### src/rtl/dm_arb_pkg.sv
// Shared types and constants for the two-master data-memory arbiter.
// Holds the FSM state encoding, port ids, default depth and the address check.
package dm_arb_pkg;

  typedef enum logic [1:0] {
    IDLE   = 2'd0,
    ACCESS = 2'd1,
    RESP   = 2'd2
  } state_t;

  localparam logic M0 = 1'b0;
  localparam logic M1 = 1'b1;

  localparam int DEFAULT_DEPTH = 256;

  // An access is legal only when it is word aligned and inside the memory.
  function automatic logic addr_ok(input logic [31:0] addr, input logic [31:0] limit);
    return (addr < limit) && (addr[1:0] == 2'b00);
  endfunction

endpackage

### src/rtl/rr_arb2.sv
// Two-way round-robin picker: a lone requester wins, a tie goes to the
// port that was not granted last.
module rr_arb2
  import dm_arb_pkg::*;
(
  input  logic [1:0] req,
  input  logic       last,
  output logic       win,
  output logic       any
);

  // Winner selection from the request pair and the last-granted pointer.
  always_comb begin
    win = M0;
    any = |req;
    case (req)
      2'b01:   win = M0;
      2'b10:   win = M1;
      2'b11: begin
        if (last == M0) begin
          win = M1;
        end else begin
          win = M0;
        end
      end
      default: win = M0;
    endcase
  end

endmodule

### src/rtl/dm_arbiter.sv
// Arbitrates CPU (m0) and DMA (m1) accesses onto one data-memory port,
// one access at a time through IDLE -> ACCESS -> RESP.
module dm_arbiter
  import dm_arb_pkg::*;
#(
  parameter int DEPTH = DEFAULT_DEPTH
) (
  input  logic        clk,
  input  logic        rst_n,
  input  logic        m0_req,
  input  logic        m0_we,
  input  logic [31:0] m0_addr,
  input  logic [31:0] m0_wdata,
  output logic        m0_gnt,
  output logic        m0_rvalid,
  output logic [31:0] m0_rdata,
  output logic        m0_err,
  input  logic        m1_req,
  input  logic        m1_we,
  input  logic [31:0] m1_addr,
  input  logic [31:0] m1_wdata,
  output logic        m1_gnt,
  output logic        m1_rvalid,
  output logic [31:0] m1_rdata,
  output logic        m1_err,
  output logic [31:0] mem_addr,
  output logic [31:0] mem_wdata,
  output logic        mem_w,
  output logic        mem_r,
  input  logic [31:0] mem_rdata
);

  localparam logic [31:0] ADDR_LIMIT = 32'(4 * DEPTH);

  state_t      state_r;
  state_t      state_next_s;

  logic        last_r;
  logic        id_r;
  logic        we_r;
  logic        ok_r;

  logic [1:0]  req_s;
  logic        win_s;
  logic        any_s;
  logic        start_s;
  logic        sel_we_s;
  logic [31:0] sel_addr_s;
  logic [31:0] sel_wdata_s;
  logic        sel_ok_s;

  logic [1:0]  gnt_r;
  logic [1:0]  rvalid_r;
  logic [1:0]  err_r;
  logic [31:0] m0_rdata_r;
  logic [31:0] m1_rdata_r;
  logic [31:0] mem_addr_r;
  logic [31:0] mem_wdata_r;
  logic        mem_w_r;
  logic        mem_r_r;

  assign req_s = {m1_req, m0_req};

  rr_arb2 u_rr (
    .req  (req_s),
    .last (last_r),
    .win  (win_s),
    .any  (any_s)
  );

  // Requests are only looked at in IDLE; anything else is ignored, not queued.
  assign start_s = (state_r == IDLE) && any_s;

  // Mux the winning master's transaction fields.
  always_comb begin
    sel_we_s    = m0_we;
    sel_addr_s  = m0_addr;
    sel_wdata_s = m0_wdata;
    if (win_s == M1) begin
      sel_we_s    = m1_we;
      sel_addr_s  = m1_addr;
      sel_wdata_s = m1_wdata;
    end else begin
      sel_we_s    = m0_we;
      sel_addr_s  = m0_addr;
      sel_wdata_s = m0_wdata;
    end
    sel_ok_s = addr_ok(sel_addr_s, ADDR_LIMIT);
  end

  // Next-state logic.
  always_comb begin
    state_next_s = state_r;
    case (state_r)
      IDLE: begin
        if (any_s) begin
          state_next_s = ACCESS;
        end else begin
          state_next_s = IDLE;
        end
      end
      ACCESS:  state_next_s = RESP;
      RESP:    state_next_s = IDLE;
      default: state_next_s = IDLE;
    endcase
  end

  // State register.
  always_ff @(posedge clk) begin
    if (!rst_n) begin
      state_r <= IDLE;
    end else begin
      state_r <= state_next_s;
    end
  end

  // Transaction context and round-robin pointer; the pointer moves only on a grant.
  always_ff @(posedge clk) begin
    if (!rst_n) begin
      last_r <= M1;
      id_r   <= M0;
      we_r   <= 1'b0;
      ok_r   <= 1'b0;
    end else if (start_s) begin
      last_r <= win_s;
      id_r   <= win_s;
      we_r   <= sel_we_s;
      ok_r   <= sel_ok_s;
    end else begin
      last_r <= last_r;
      id_r   <= id_r;
      we_r   <= we_r;
      ok_r   <= ok_r;
    end
  end

  // Registered outputs: strobes are set on the edge that enters ACCESS so they
  // are high for exactly the ACCESS cycle; responses likewise cover RESP.
  always_ff @(posedge clk) begin
    if (!rst_n) begin
      gnt_r       <= 2'b00;
      rvalid_r    <= 2'b00;
      err_r       <= 2'b00;
      m0_rdata_r  <= 32'h0000_0000;
      m1_rdata_r  <= 32'h0000_0000;
      mem_addr_r  <= 32'h0000_0000;
      mem_wdata_r <= 32'h0000_0000;
      mem_w_r     <= 1'b0;
      mem_r_r     <= 1'b0;
    end else begin
      gnt_r      <= 2'b00;
      rvalid_r   <= 2'b00;
      err_r      <= 2'b00;
      m0_rdata_r <= 32'h0000_0000;
      m1_rdata_r <= 32'h0000_0000;
      mem_w_r    <= 1'b0;
      mem_r_r    <= 1'b0;
      if (start_s) begin
        gnt_r[win_s] <= 1'b1;
        mem_addr_r   <= sel_addr_s;
        mem_wdata_r  <= sel_wdata_s;
        mem_w_r      <= sel_ok_s & sel_we_s;
        mem_r_r      <= sel_ok_s & ~sel_we_s;
      end else if (state_r == ACCESS) begin
        rvalid_r[id_r] <= 1'b1;
        err_r[id_r]    <= ~ok_r;
        if (id_r == M1) begin
          m1_rdata_r <= (ok_r && !we_r) ? mem_rdata : 32'h0000_0000;
        end else begin
          m0_rdata_r <= (ok_r && !we_r) ? mem_rdata : 32'h0000_0000;
        end
      end else begin
        mem_addr_r  <= mem_addr_r;
        mem_wdata_r <= mem_wdata_r;
      end
    end
  end

  assign m0_gnt    = gnt_r[0];
  assign m1_gnt    = gnt_r[1];
  assign m0_rvalid = rvalid_r[0];
  assign m1_rvalid = rvalid_r[1];
  assign m0_err    = err_r[0];
  assign m1_err    = err_r[1];
  assign m0_rdata  = m0_rdata_r;
  assign m1_rdata  = m1_rdata_r;
  assign mem_addr  = mem_addr_r;
  assign mem_wdata = mem_wdata_r;
  assign mem_w     = mem_w_r;
  assign mem_r     = mem_r_r;

endmodule

### config.mk
export PLATFORM = sky130hd
export DESIGN_NAME = dm_arbiter
export DESIGN_NICKNAME = d
export VERILOG_FILES = /design/src/rtl/dm_arb_pkg.sv /design/src/rtl/rr_arb2.sv /design/src/rtl/dm_arbiter.sv
export SDC_FILE = /design/constraint.sdc
export NUM_CORES = 1
export LEC_CHECK = 0
export ABC_AREA = 1
export CORE_MARGIN = 2
export CORE_UTILIZATION = 30
export CTS_BUF_LIST = sky130_fd_sc_hd__clkbuf_16
export CTS_CLUSTER_DIAMETER = 40
export DETAILED_ROUTE_END_ITERATION = 7
export HOLD_SLACK_MARGIN = 0.06
export PLACE_DENSITY = 0.67
export SYNTH_ARGS = -nofsm -noshare
export SYNTH_HDL_FRONTEND = slang
export SYNTH_SLANG_ARGS = --single-unit
### constraint.sdc
create_clock -name clk -period 2 [get_ports clk]
set_clock_uncertainty 0.2 [all_clocks]
set_input_delay 0.5 -clock clk [delete_from_list [all_inputs] [get_ports clk]]
set_output_delay 0.5 -clock clk [all_outputs]
set_load 0.01 [all_outputs]
* Yosys cells after proc, flatten, opt, wreduce, memory -nomap -nowiden
Index checks and enable logic that the tools add are counted.
Storage, ports and cells: register bits 142, bits of input ports 166, output and inout port bits 136, word-level logic and storage cells 55
Cells by class: $lt $le $gt $ge 5, equal/unequal tests 3, multiplexer cells 12, bitwise logic cells 8, reductions and logical operators 13
Operator list (count):
- two-way mux 32 bit | 3
- < comparator 32 x 11 -> 1 bit, second input constant | 1
- OR reduction 4 bit | 2
- logical AND 1 bit | 5
- two-way mux 1 bit | 5
- inverter 1 bit | 5
- equality test 2 bit, second input constant | 2
- zero test 2 bit | 2
- < comparator 1 x 2 -> 1 bit, second input constant | 2
- one-hot mux 2 bit (2 select lines) | 1
- OR reduction 3 bit | 1
- bitwise AND 1 bit | 2
- bitwise AND 2 bit | 1
- demux 1 bit (select 1 bit) | 2
- equality test 2 x 1 -> 1 bit, second input constant | 1
- greater-or-equal comparator 1 bit, second input constant | 2
- one-hot mux 1 bit (2 select lines) | 1
- AND reduction 2 bit | 1
- OR reduction 2 bit | 1
- zero test 1 bit | 1

* Longest topological paths before layout
Gate-level depths: netlist (run 1).
depth in word-level cells 6, gate-level depth with buffers 11, mapped depth without buffers 10

* Modules after synthesis
Synthesis (run 1) repeated with hierarchy kept, for this count alone.
Second synthesis, totals: cell total of the unflattened synthesis 630, area, all modules 4946.0 um^2
Modules (own cells, without submodules):
- dm_arbiter | times used 1, cells an instance 627, area each 4931.0 um^2, seq. area each 2842.7 um^2
- rr_arb2 | times used 1, cells an instance 3, area each 15.0 um^2, seq. area each 0.0 um^2

* Worst setup path before layout (run 1)
OpenSTA, ideal clock, no wires.
kind input to register, from input m0_req, to register mem_w_r (netlist: mem_w), library setup time 0.065 ns, arrival 1.380 ns, data required time 1.735 ns, slack 0.356 ns, cell stages on the path 10, path buffers 1, cells stage by stage nand2_1 > nand2_2 > buf_4 > nand2_1 > nand2_1 > nor2_1 > nand3_1 > nor2_1 > nand2_1 > nor2_1
On the way: word-level cells in the longest chain between the ends 6, elaborated cells on any way between the ends 12, those cells by class 1 x order compare; 2 x eq/ne; 3 x mux; 1 x bitwise; 5 x reduce/logical
RTL lines:
- start, declared | RTL line dm_arbiter.sv:10 | input logic m0_req,
- equality test 2 bit | RTL line rr_arb2.sv:16 | case (req)
- one-hot mux 1 bit (2 select lines) | RTL line rr_arb2.sv:16
- two-way mux 32 bit | RTL line dm_arbiter.sv:79 | if (win_s == M1) begin
- < comparator 32 x 11 -> 1 bit / zero test 2 bit (equally long branches) | RTL line dm_arb_pkg.sv:18 | return (addr < limit) && (addr[1:0] == 2'b00);
- logical AND 1 bit | RTL line dm_arb_pkg.sv:18
- bitwise AND 1 bit | RTL line dm_arbiter.sv:162 | mem_w_r <= sel_ok_s & sel_we_s;
- end signal, assigned | RTL line dm_arbiter.sv:162
- end, declared | RTL line dm_arbiter.sv:59 | logic mem_w_r;
Parallel ways exist; a longest one is shown, timed or not. A chain may end at the register's enable or synchronous reset.

* Worst setup path in the final report (run 1)
from register m0_rdata_r[20] (netlist: m0_rdata[20]), to output m0_rdata[20]
RTL lines:
- start, declared | RTL line dm_arbiter.sv:55 | logic [31:0] m0_rdata_r;
- start signal, assigned | RTL line dm_arbiter.sv:170 | m0_rdata_r <= (ok_r && !we_r) ? mem_rdata : 32'h0000_0000;
- end, declared | RTL line dm_arbiter.sv:16 | output logic [31:0] m0_rdata,
No word-level cell between the ends.

==> run_results.csv, run 1 <==
group,metric,value,unit
outcome,status,"completed",
setup_path,r2r-start,"last_r",
yosys,synth.net_count,789,
setup_path,cp_slowest_stage_delay,0.54,ns
setup_path,regToRegSetupSlack,0.42,ns
route,wl,16200,um
route,vias,5088,
clocking,cts_made_buffers,17,
finish,multiInputGateArea,0.00173,sq mm
grt,grt_pass1_vias,4951,
grt,grt_remaining_overflow,0,
finish,final_common_cell,"nand2_1",
sta,finalSetupTns,0,ns
sta,hold_viol,0,
grt,grt_usage,18.6,%
setup_path,slowest_stage,"clkdlybuf4s50_1",
floorplan,core_area,0.0163,sq mm
grt,grt_pass1_wl,25900,um
finish,area_growth,82.3,%
sta,hold_ws,0.236,ns
setup_path,endpoint_kind,"primary output",
yosys,yosysWarnings,0,
setup_path,critPathKind,"reg -> out",
setup_path,cp_max_fo,1,
yosys,ys_ff_latch,142,
setup_path,start_kind,"register",
finish,antenna_cells,0,
sta,rsz0062_at_grt,"true",
placement,dp_hpwl,12300,um
setup_path,critPathTopFamily,"buffers and inverters",
yosys,avgSynthCellArea,7.96,sq um
yosys,ys_seq_area_share,57.3,%
setup_path,rr_worst_depth,11,
clocking,ctsHoldBuffers,0,
clocking,clockBufferDepth,2,
yosys,synthesis.area,0.00496,sq mm
clocking,clkTransAtPathRegs,0.06,ns
placement,place_inst,1144,
power,irDropWorstVdd,0.598,mV
hold_path,hold-path-cell-count,1,
route,route.detailed.drc,0,
yosys,synth_cells,623,
setup_path,r2r_end,"mem_r",
sta,final_max_slew_viol_count,0,
route,first_pass_iters,4,
clocking,cts_tree,"built",
sta,fin_crit,1.96,ns
floorplan,fp.dieW,133,um
route,drtIter0Drc,227,
setup_path,cp_num_buf_inv,1,
floorplan,die-area,0.0176,sq mm
power,p_per_area,786,mW/mm^2
sta,finalSetupViolCount,0,
sta,tightestPinTransition,0.351,ns
finish,most-common-layout-cells,"203 x nand2_1, 196 x clkdlybuf4s50_1, 142 x dfxtp_1, 64 x nor3_1, 64 x dlygate4sd2_1",
clocking,clockRootBuffer,"clkbuf_16",
hold_path,hold_path.class,"reg -> reg",
run,max-cap-violations,0,
grt,grt_max_degree,49,
setup_path,required,1.30,ns
clocking,cts.sinks,142,
route,routedWlPerCell,13.8,um
hold_path,hp-start,"state_r[1]",
floorplan,io_pins,302,
clocking,clock_latency,0.41,ns
sta,fin_crit_sh,97.8,%
sta,slew-limit-headroom,76.3,%
finish,stdcell_count,1176,
sta,fmax,511,MHz
setup_path,cp.arrival,1.26,ns
finish,drive_gt1_share,8.26,%
grt,grt_antenna_before_repair,0,
floorplan,std_cell_rows,47,
setup_path,crit_path_cell_trace,"clkdlybuf4s50_1",
finish,fillerInstances,1522,
placement,gp_congestion,0.829,
finish,nNetsFinal,1109,
floorplan,die_h,133,um
route,viasPerCell,4.33,
placement,io_buffers,301,
power,p_leak,4.72,nW
yosys,yosysUniqueCellTypes,18,
hold_path,hold_end,"state_r[1]",
route,drt.antenna.violating_nets,0,
floorplan,floorplan.initialDensity,30.3,%
finish,regArea,0.00284,sq mm
clocking,htreeDepth,4,
==> power by group <==
group | total (mW) | internal (mW) | switching, mW
registers | 3.06 | 2.98 | 0.0762
logic | 1.10 | 0.619 | 0.479
clock network | 2.95 | 1.62 | 1.32
total | 7.10 | 5.22 | 1.88
==> synthesized netlist by cell type (all sizes together) <==
cell type  count  area share (%)
buf           22             2.4
o21ai         20             2.0
nand3         48             4.8
nand3b        15             2.3
clkbuf        13            0.98
a22o           7             1.2
o22ai          1            0.13
nand2        206              16
nor3          65             6.7
inv           62             4.7
nor2          19             1.4
or2            3            0.38
dfxtp        142              57
==> kinds of logic (layout without fill, tap and decap cells) <==
group	Yosys count	in the layout	synth area share [%]
compound gates	28	28	3.38
buf+inv	97	430	8.05
flops	142	142	57.3
simple gates	356	356	31.2
==> area by class of cell <==
class,instances,area share [%]
Clock buffer,17,4.71
Inverter,62,2.57
Multi-Input combinational cell,384,19.1
Sequential cell,142,31.4
Timing Repair Buffer,336,37.7
Clock inverter,15,1.38
Tap cell,220,3.04
==> flip-flops by register name (all words and copies together) (netlist names) <==
name	flops
m0_rdata	32
mem_wdata	32
gnt_r	2
rvalid_r	2
ok_r	1
we_r	1
id_r	1
m1_rdata	32
state_r	2
mem_r	1
mem_addr	32
last_r	1
mem_w	1
err_r	2
==> how the worst max path moves through the flow <==
stage,from,to,slack (ns),depth (start not counted)
CTS,mem_wdata[29],mem_wdata[29],0.002,1
global route,m0_req,mem_r,-0.03,12
detailed placement,m0_req,mem_w,-0.26,12
finish,m0_rdata[20],m0_rdata[20],0.04,1
floorplan,m0_req,mem_w,0.36,10
global placement,rst_n,m0_rdata[30],-0.22,8
==> metal layers <==
metal / vias to the layer above / part of all wire (%) / GRT usage [%]
li1: 2617 / - / -
met1: 2247 / 44 / 23.2
met2: 208 / 47 / 30.3
met3: 16 / 7.7 / 6.21
met4: 0 / 1.4 / 6.15
met5: - / 0 / 0
==> repair_timing <==
item	in CTS	in global routing
resized for setup	64	47
pin swaps	0	1
setup endpoints to repair	64	43
gates cloned	0	0
buffers inserted	0	0
==> per-stage QoR <==
step / cell area (sq um) / total power, mW / setup slack (ns) / util (%)
after floorplan: 4960 / 3.52 / 0.356 / -
after global placement: 8450 / 4.31 / -0.219 / 51.7
after detailed placement: 8450 / 4.31 / -0.263 / 51.7
after CTS: 8920 / 7.19 / 0.00194 / 54.5
after global routing: 9040 / 7.44 / -0.0310 / 55.3
final: 9040 / 7.10 / 0.0431 / 55.3
Power figures use the tool's default switching activity.
==> run 2: changes to the inputs <==
--- a/config.mk
+++ b/config.mk
@@ -13,6 +13,7 @@
 export DETAILED_ROUTE_END_ITERATION = 7
 export HOLD_SLACK_MARGIN = 0.06
 export PLACE_DENSITY = 0.67
+export RECOVER_POWER = 25
 export SYNTH_ARGS = -nofsm -noshare
 export SYNTH_HDL_FRONTEND = slang
 export SYNTH_SLANG_ARGS = --single-unit
==> run 2 against run 1 <==
Total power shrank 0.17%. Register-to-register slack lost 0.04 ns. Via count grew 0.26%. First-iteration DRC count grew 7.0%. Largest cell class unchanged. Largest power group unchanged. Highest routed layer unchanged.
==> run_results.csv, run 2 (synthesis results as in run 1) <==
group,metric,value,unit
outcome,status,"completed",
finish,antenna_cells,0,
route,vias,5101,
placement,dp_hpwl,12300,um
grt,grt_pass1_vias,4951,
hold_path,hold_path.class,"reg -> reg",
clocking,cts_tree,"built",
floorplan,core_area,0.0163,sq mm
sta,fin_ws,0.0425,ns
grt,grt_usage,18.6,%
clocking,clockRootBuffer,"clkbuf_16",
setup_path,required,1.30,ns
finish,area_growth,78.8,%
floorplan,io_pins,302,
sta,slew-limit-headroom,73.2,%
clocking,ctsHoldBuffers,0,
grt,grt_max_degree,49,
floorplan,die_h,133,um
finish,regArea,0.00284,sq mm
route,first_pass_iters,4,
finish,nNetsFinal,1109,
finish,final_common_cell,"nand2_1",
sta,finalSetupViolCount,0,
setup_path,crit_path_cell_trace,"clkdlybuf4s50_1",
clocking,cts.sinks,142,
finish,fillerInstances,1567,
grt,grt_remaining_overflow,0,
finish,final_cell_area,0.00886,sq mm
route,viasPerCell,4.34,
grt,grt_antenna_before_repair,0,
setup_path,critPathTopFamily,"buffers and inverters",
placement,place_inst,1144,
finish,drive_gt1_share,7.85,%
setup_path,crit_start,"m1_rdata[13]",
setup_path,endpoint_kind,"primary output",
setup_path,cp_slowest_stage_delay,0.53,ns
floorplan,std_cell_rows,47,
setup_path,start_kind,"register",
sta,fin_crit_sh,97.9,%
route,drt.antenna.violating_nets,0,
clocking,clkTransAtPathRegs,0.06,ns
hold_path,hp-start,"state_r[1]",
power,irDropWorstVdd,0.599,mV
setup_path,cp_num_buf_inv,1,
clocking,clockBufferDepth,2,
finish,most-common-layout-cells,"203 x nand2_1, 196 x clkdlybuf4s50_1, 142 x dfxtp_1, 64 x nor3_1, 64 x dlygate4sd2_1",
route,drtIter0Drc,243,
sta,tightestPinTransition,0.402,ns
run,max-cap-violations,0,
grt,grt_pass1_wl,25900,um
power,p_per_area,800,mW/mm^2
sta,fin_crit,1.96,ns
finish,multiInputGateArea,0.00173,sq mm
sta,final_max_slew_viol_count,0,
finish,stdcell_count,1176,
setup_path,r2r-start,"state_r[0]",
setup_path,critPathKind,"reg -> out",
floorplan,floorplan.initialDensity,30.3,%
setup_path,slowest_stage,"clkdlybuf4s50_1",
clocking,htreeDepth,4,
sta,rsz0062_at_grt,"true",
setup_path,cp_max_fo,1,
floorplan,die-area,0.0176,sq mm
sta,fmax,511,MHz
route,route.detailed.drc,0,
clocking,cts_made_buffers,17,
placement,gp_congestion,0.829,
placement,dp_slack,-0.263,ns
route,wl,16200,um
floorplan,fp.dieW,133,um
route,routedWlPerCell,13.8,um
clocking,clock_latency,0.41,ns
placement,io_buffers,301,
clocking,post-cts-setup-buffers,0,
setup_path,cp.arrival,1.26,ns
sta,hold_viol,0,
placement,post_dp_cell_area,0.00845,sq mm
power,p_leak,3.95,nW
-- run 2: path summary, 6_finish.rpt --
check            endpoint  slack (ns)  cells past startpoint
min            state_r[1]        0.24                      1
max reg2reg  mem_wdata[4]        0.38                      8
max          m1_rdata[13]        0.04                      1
min reg2reg    state_r[1]        0.24                      1
-- run 2: cell type report --
type                            instances  area share [%]
Timing Repair Buffer                  336            36.5
Sequential cell                       142            32.1
Multi-Input combinational cell        384            19.5
Clock buffer                           17            4.80
Tap cell                              220            3.11
Inverter                               62            2.63
Clock inverter                         15            1.41
-- run 2: report_power, final --
group	total [mW]	switching, mW	internal, mW
logic	1.08	0.476	0.609
registers	3.06	0.0770	2.98
clock network	2.95	1.32	1.62
total	7.09	1.88	5.21
-- run 2: through the flow --
step                      util [%]  hold WS (ns)  setup TNS (ns)  power (mW)
after CTS                     54.5         0.240               0        7.19
after global placement        51.7         0.240          -19.83        4.31
final                         54.2         0.241               0        7.09
after detailed placement      51.7         0.232          -21.24        4.31
after floorplan                  -         0.213               0        3.52
after global routing          54.2         0.260         -0.0947        7.42
-- run 2: timing repair --
item	CTS	global route
pin swaps	0	1
resized for setup	64	47
endpoints found under the setup margin	64	43
-- run 2: routing by layer --
metal	global-route usage [%]	vias to the layer above	part of all wire, %	routed length [um]
li1	-	2615	-	-
met1	23.2	2262	44	7060
met2	30.3	207	47	7680
met3	6.21	17	7.5	1210
met4	6.15	0	1.4	232
met5	0	-	0	0
